File: src/rtl/ram_stream_reader.sv
// Reads a run of words from a synchronous RAM and streams them out on valid/ready.
// Optional LOOP_EN: adds a loop input that replays the same run until it is dropped.
module ram_stream_reader #(
  parameter  int WIDTH_MEM = 8,
  parameter  int DEPTH_MEM = 16,
  localparam int AW        = (DEPTH_MEM > 1) ? $clog2(DEPTH_MEM) : 1
) (
  input  logic                 clk,
  input  logic                 rst_n,
  input  logic                 start,
  input  logic [AW-1:0]        start_addr,
  input  logic [AW:0]          length,
`ifdef LOOP_EN
  input  logic                 loop,
`endif
  output logic                 busy,
  output logic                 done,
  output logic                 rd_enable,
  output logic [AW-1:0]        rd_address,
  input  logic [WIDTH_MEM-1:0] rd_data,
  output logic                 m_valid,
  input  logic                 m_ready,
  output logic [WIDTH_MEM-1:0] m_data
);

  localparam logic [1:0] S_IDLE    = 2'd0;
  localparam logic [1:0] S_ISSUE   = 2'd1;
  localparam logic [1:0] S_CAPTURE = 2'd2;
  localparam logic [1:0] S_HOLD    = 2'd3;

  localparam logic [AW:0]   DEPTH_L = (AW+1)'(DEPTH_MEM);
  localparam logic [AW-1:0] LAST_A  = AW'(DEPTH_MEM - 1);

  logic [1:0]           state_reg;
  logic                 busy_reg;
  logic                 done_reg;
  logic                 m_valid_reg;
  logic [AW-1:0]        rd_address_reg;
  logic [WIDTH_MEM-1:0] m_data_reg;
  logic [AW:0]          remaining_reg;
  logic [AW-1:0]        start_addr_reg;
  logic [AW:0]          length_reg;
  logic [AW:0]          length_clamped;
  logic [AW-1:0]        addr_next;
  logic                 loop_now;

`ifdef LOOP_EN
  assign loop_now = loop;
`else
  assign loop_now = 1'b0;
`endif

  assign length_clamped = (length > DEPTH_L) ? DEPTH_L : length;
  // Non-power-of-two depths need the explicit wrap rather than natural overflow.
  assign addr_next      = (rd_address_reg == LAST_A) ? '0 : rd_address_reg + 1'b1;

  assign rd_enable  = (state_reg == S_ISSUE);
  assign rd_address = rd_address_reg;
  assign busy       = busy_reg;
  assign done       = done_reg;
  assign m_valid    = m_valid_reg;
  assign m_data     = m_data_reg;

  always_ff @(posedge clk or negedge rst_n) begin
    if (!rst_n) begin
      state_reg      <= S_IDLE;
      busy_reg       <= 1'b0;
      done_reg       <= 1'b0;
      m_valid_reg    <= 1'b0;
      rd_address_reg <= '0;
      m_data_reg     <= '0;
      remaining_reg  <= '0;
      start_addr_reg <= '0;
      length_reg     <= '0;
    end else begin
      done_reg <= 1'b0;
      case (state_reg)
        S_IDLE: begin
          if (start) begin
            if (length_clamped == '0) begin
              done_reg <= 1'b1;
            end else begin
              rd_address_reg <= start_addr;
              remaining_reg  <= length_clamped;
              start_addr_reg <= start_addr;
              length_reg     <= length_clamped;
              busy_reg       <= 1'b1;
              state_reg      <= S_ISSUE;
            end
          end
        end
        S_ISSUE: begin
          state_reg <= S_CAPTURE;
        end
        S_CAPTURE: begin
          m_data_reg  <= rd_data;
          m_valid_reg <= 1'b1;
          state_reg   <= S_HOLD;
        end
        S_HOLD: begin
          if (m_ready) begin
            m_valid_reg <= 1'b0;
            if (remaining_reg != (AW+1)'(1)) begin
              rd_address_reg <= addr_next;
              remaining_reg  <= remaining_reg - 1'b1;
              state_reg      <= S_ISSUE;
            end else if (loop_now) begin
              rd_address_reg <= start_addr_reg;
              remaining_reg  <= length_reg;
              state_reg      <= S_ISSUE;
            end else begin
              rd_address_reg <= addr_next;
              remaining_reg  <= '0;
              busy_reg       <= 1'b0;
              done_reg       <= 1'b1;
              state_reg      <= S_IDLE;
            end
          end
        end
        default: state_reg <= S_IDLE;
      endcase
    end
  end

endmodule

File: config.mk
export PLATFORM = sky130hd
export DESIGN_NAME = ram_stream_reader
export DESIGN_NICKNAME = d
export VERILOG_FILES = /design/src/rtl/ram_stream_reader.sv
export SDC_FILE = /design/constraint.sdc
export NUM_CORES = 1
export LEC_CHECK = 0
export ABC_AREA = 0
export ABC_CLOCK_PERIOD_IN_PS = 2400
export CAP_MARGIN = 10
export CELL_PAD_IN_SITES_DETAIL_PLACEMENT = 1
export CELL_PAD_IN_SITES_GLOBAL_PLACEMENT = 1
export CORE_UTILIZATION = 37
export CTS_BUF_LIST = sky130_fd_sc_hd__clkbuf_8
export DETAILED_ROUTE_END_ITERATION = 16
export HOLD_SLACK_MARGIN = 0.02
export PLACE_DENSITY = 0.84
export REMOVE_ABC_BUFFERS = 1
export SETUP_SLACK_MARGIN = 0.4
export SLEW_MARGIN = 20
export SYNTH_ARGS = -nofsm -noshare
export SYNTH_HDL_FRONTEND = slang
export SYNTH_SLANG_ARGS = --single-unit
File: constraint.sdc
create_clock -name clk -period 2.4 [get_ports clk]
set_input_delay 0.36 -clock clk [delete_from_list [all_inputs] [get_ports clk]]
set_output_delay 0.36 -clock clk [all_outputs]
set_load 0.05 [all_outputs]
## Word-level counts from Yosys, hierarchy flattened

Index checks and enable logic that the tools add are counted.

- Input bits: 21
- Output and inout bits: 16
- Flip-flop bits (word level): 22
- Logic and storage cells: 55

- Add/subtract/negate cells: 2
- Equality and inequality tests: 9
- Mux-type cells: 28
- $lt $le $gt $ge: 1
- Reduce and logical (&&, ||, !) cells: 8

Operator list:

| cell | count |
|---|---|
| $mux 5 | 5 |
| $mux 4 | 4 |
| $mux 1 | 10 |
| $pmux 5 s2 | 1 |
| $ne 2x2->1 const B | 4 |
| $pmux 2 s4 | 1 |
| $pmux 4 s2 | 1 |
| $mux 2 | 3 |
| $pmux 1 s2 | 3 |
| $gt 5x5->1 const B | 1 |
| $logic_not 5->1 | 1 |
| $ne 5x1->1 const B | 1 |
| $reduce_and 5->1 | 1 |
| $sub 5x1->5 const B | 1 |
| $add 4x1->4 const B | 1 |
| $eq 2x2->1 const B | 2 |
| $eq 4x4->1 const B | 1 |
| $reduce_and 4->1 | 1 |
| $reduce_bool 2->1 | 2 |
| $reduce_and 3->1 | 1 |
| $eq 2x1->1 const B | 1 |
| $logic_not 2->1 | 1 |
| $reduce_and 2->1 | 1 |

## Longest topological paths before layout

- Depth after elaboration: 6
- Mapped depth: 7
- Gate-level depth less buffers: 6

## Worst setup path after synthesis

OpenSTA, ideal clock, no wires.

- Kind: flip-flop to flip-flop
- Start: register state_reg[0]
- End: register rd_address_reg[3], in the netlist rd_address[3]
- Stages on the path, launching flop included: 8
- Period minus slack after synthesis: 2.006 ns
- Library setup time: 0.126 ns
- Arrival time: 1.880 ns
- Path buffers: 1
- Slack: 0.394 ns
- Data required time: 2.274 ns
- Path through: dfrtp_1 -> inv_1 -> ha_1 -> nor2b_4 -> a221o_2 -> or2_0 -> buf_2 -> a221o_1

- Word-level cells in the longest chain between the ends: 3
- Elaborated cells between the ends (all ways): 8
- Those cells by class: eq/ne: 4; mux: 1; reduce/logical: 3

Ends and longest elaborated chain:

| what | RTL line | RTL |
|---|---|---|
| from (decl) | 34 | `logic [1:0] state_reg;` |
| from (signal assigned) | 66 | `state_reg <= S_IDLE;` |
| from (signal assigned) | 88 | `state_reg <= S_ISSUE;` |
| from (signal assigned) | 93 | `state_reg <= S_CAPTURE;` |
| $eq 2x2->1 / $logic_not 2->1 (equally long branches) | 77 | `case (state_reg)` |
| $ne 2x2->1 (no line) / $reduce_bool 2->1 (equally long branches) | n/a |  |
| $reduce_and 4->1 (no line) | n/a |  |
| to (signal assigned) | 83 | `rd_address_reg <= start_addr;` |
| to (signal assigned) | 104 | `rd_address_reg <= addr_next;` |
| to (signal assigned) | 108 | `rd_address_reg <= start_addr_reg;` |
| to (decl) | 38 | `logic [AW-1:0] rd_address_reg;` |

Parallel ways exist; a longest one is shown, timed or not.
A chain may end at the register's enable or synchronous reset.

## Worst setup path after layout

- Start: register state_reg[0]
- End: register remaining_reg[1]

- Word-level cells in the longest chain between the ends: 3
- Elaborated cells between the ends (all ways): 8
- Those cells by class: eq/ne: 4; mux: 1; reduce/logical: 3

Ends and longest elaborated chain:

| what | RTL line | RTL |
|---|---|---|
| $eq 2x2->1 / $logic_not 2->1 (equally long branches) | 77 |  |
| $ne 2x2->1 (no line) / $reduce_bool 2->1 (equally long branches) | n/a |  |
| $reduce_and 4->1 (no line) | n/a |  |
| to (signal assigned) | 84 | `remaining_reg <= length_clamped;` |
| to (signal assigned) | 105 | `remaining_reg <= remaining_reg - 1'b1;` |
| to (signal assigned) | 109 | `remaining_reg <= length_reg;` |
| to (decl) | 40 | `logic [AW:0] remaining_reg;` |

Parallel ways exist; a longest one is shown, timed or not.

==> summary.md <==
| Metric | Value |
|---|---|
| Max Buffers Root-to-Sink | 2 |
| GRT Overall Usage | between 20% and 30% |
| Antenna violations before repair | 0 |
| Vias per inst | roughly 5.4 |
| Largest net degree at the start of global routing | 23 |
| Vias in the first global route | 1155 |
| CP arrival | roughly 2.1 ns |
| Routed Wire Length | between 3 and 4 mm |
| Final setup violation count | 0 |
| Crit. path cell count | 6 |
| Port Buffers | 36 |
| Initial drt markers | 12 |
| Top_reg_cell synth | dfrtp_1 |
| N_diodes | 0 |
| Die W | 59.9 um |
| Placed insts | ~190 |
| Hpwl dp | approximately 2.4 mm |
| # hold bufs at CTS | 0 |
| Rel. slew slack | between 60% and 70% |
| P&R area growth vs syn | 44.0% |
| Seq/Total Area, Yosys | between 40% and 50% |
| Final slew viol count | 0 |
| H-Tree Depth | 1 |
| Crit-path most repeated cell | buf_4 |
| Finished Cell Area | 0.00179 mm^2 |
| Largest register FFs | 8 |
| HP Class | input port to async pin |
| Initial Util | about 40% |
| Clk_lat worst skew | between 0.2 and 0.3 ns |
| Crit path buffers/inverters | 2 |
| Worst-path maximum fanout | 9 |
| Syn Inst Count | 113 |
| Number of synthesized flops with an enable pin | 0 |
| Status | complete, no violations |
| Async SR Flop Fraction | 100% |
| R2r startpoint | state_reg[0]$_DFFE_PN0P_ |
| Residual DRC count | 0 |
| Most frequent cells in the layout | 35 x clkdlybuf4s50_1, 22 x dfrtp_1, 11 x mux2_2, 8 x buf_4 |
| Row count | 20 |
| Part of the cycle the worst path needs | 82.6% |
| CORE AREA | between 0.003 and 0.004 mm^2 |
| FMAX | between 500 and 600 MHz |
| Setup CP Type | flop to flop |
| Total CTS buffers | 3 |
| Root buffer cell | clkbuf_8 |
| Slowest stage cell, crit path | a221o_2 |
| Crit path to | remaining_reg[1]$_DFFE_PN0P_ |
| Crit path from | state_reg[0]$_DFFE_PN0P_ |
| Post-synth cell types | 38 |
| Die ar. | 0.00359 mm^2 |
| Fin. Hold Viols | 0 |
| Layout cells sized above 1 | between 20% and 30% |
| Global route overflow | 0 |
| Slew @ Worst Pin | between 0.5 and 0.6 ns |
| IO Count | 37 |
| R2R Setup Slk | about 0.42 ns |
| Finished Layout Cells | 200 |
| Syn Area/Cell | approximately 11 um^2 |
| CP Cell Sequence | buf_4, ha_2, a221o_2, buf_4, nor2_4, mux2_2 |
| CTS sink cnt | 22 |
| Nets | between 150 and 200 |
| Most common cell after layout, fill and taps aside | clkdlybuf4s50_1 |
| Critical R2R Capture | remaining_reg[1]$_DFFE_PN0P_ |
| Register bit total from synthesis | 22 |
| CP top delay family | compound AO/OA/AOI/OAI gates |
| First-pass GRT wire length | 5.38 mm |
| Ys Warns | 0 |
| Fin crit period | between 1.5 and 2 ns |
| Power density cells | 1570 mW/mm^2 |
| Worst VDD drop | 504 uV |
| Post-Syn Area | roughly 0.0012 mm^2 |
| CP Launch Type | flop |
| Critical path endpoint category | flop |
| Register-to-Register Path Depth | 6 |
| Setup TNS Final | 0 ns |
| Gpl congestion | approximately 0.83 |
| Fillers | about 350 |
| Worst path max stage delay | about 0.43 ns |
| Clock slew at the register clock pins of the worst setup and hold paths | 0.08 ns |
| Clock skew | 0.00272 ns |
| Antenna Nets Post-Route | 0 |
| Die Y | approximately 60 um |
| LEAKAGE | between 0.7 and 0.8 nW |
| Vias | around 1100 |
| Placed instance area | ~0.0016 mm^2 |
| Core Util, Final | around 57% |
| Maxcap violations | 0 |
| Drt pass-1 iters | 4 |
| Per-cell routed wire length | 16.9 um |
| Unrepaired setup endpoints after global routing | yes |
| Required @ worst endpoint | about 2.6 ns |
| CTS tree | yes |
## timing repair
action                                  in CTS  in global routing
gates cloned                                 0                  0
endpoints found under the setup margin      10                  9
setup buffers                                2                  2
pin swaps                                    0                  1
resized for setup                            7                  9
## report_power, final
group	internal [W]	leakage (nW)	total, W	switching, W
Sequential	0.000551	0.260	0.000699	0.000147
Clock	0.000147	0.0288	0.000274	0.000127
Combinational	0.000757	0.447	0.00183	0.00107
Total	0.00146	0.736	0.00280	0.00135
## final cells by class
cell class | count | area (um^2) | area share [%]
tap | 44 | 55.1 | 3.08
sequential | 22 | 551 | 30.8
multi-input combinational | 78 | 676 | 37.8
timing repair buffer | 44 | 419 | 23.5
inverter | 8 | 30.0 | 1.68
clock buffer | 4 | 55.1 | 3.08
## synthesized netlist by cell type, types with 2 or more instances
library cell	count	share of area, %
o21ai_0	6	2.4
dfrtp_1	22	44
mux2_2	11	10
nor2_1	8	2.4
inv_1	8	2.4
buf_2	2	0.81
o41ai_1	2	1.4
o22ai_1	3	1.5
nor3_1	3	1.2
a31oi_1	2	1.0
mux2i_1	2	1.6
nand2_1	4	1.2
ha_1	8	8.1
nand3_1	3	1.2
a32oi_1	2	1.4
o31ai_1	3	1.8
nor4b_1	2	1.4
a21oi_1	2	0.81
## how the worst min path moves through the flow
stage	startpoint	to	cells after the start
2_1_floorplan	rst_n	busy$_DFFE_PN0P_	0
3_3_place_gp	m_data[2]$_DFFE_PN0P_	m_data[2]$_DFFE_PN0P_	1
3_5_place_dp	m_data[2]$_DFFE_PN0P_	m_data[2]$_DFFE_PN0P_	1
4_1_cts	rst_n	m_data[4]$_DFFE_PN0P_	2
5_1_grt	rst_n	m_data[2]$_DFFE_PN0P_	2
6_report	rst_n	m_data[4]$_DFFE_PN0P_	2
## kinds of logic after synthesis
group                    after synthesis  share of synthesized area [%]
AO/OA/AOI/OAI                         28                           16.4
flip-flops                            22                           44.4
AND/OR/NAND/NOR                       29                           13.9
buffers and inverters                 13                           5.55
multiplexers                          13                           11.6
adder cells (fa/ha/maj)                8                           8.07
## stage by stage
stage	total power, W	worst slack, ns	hold slack (ns)
2_1_floorplan	0.00183	0.343	0.0644
6_report	0.00280	0.417	0.440
5_1_grt	0.00298	0.357	0.480
4_1_cts	0.00270	0.371	0.450
3_5_place_dp	0.00237	0.150	0.503
3_3_place_gp	0.00230	0.195	0.488
## routing by layer
metal,routed length (um),up-vias,global-route usage [%]
li1,-,503,-
met1,1410,536,24.0
met2,1760,34,36.7
met3,143,7,3.25
met4,68,0,8.97
met5,0,-,0
## worst reg2reg max path, cell delays in order, from the launching register on
cell     delay [ns]
dfrtp_1        0.41
buf_4          0.16
ha_2           0.23
a221o_2        0.43
buf_4          0.20
nor2_4         0.11
mux2_2         0.34
Note: power is estimated with default switching activity, not from simulation.
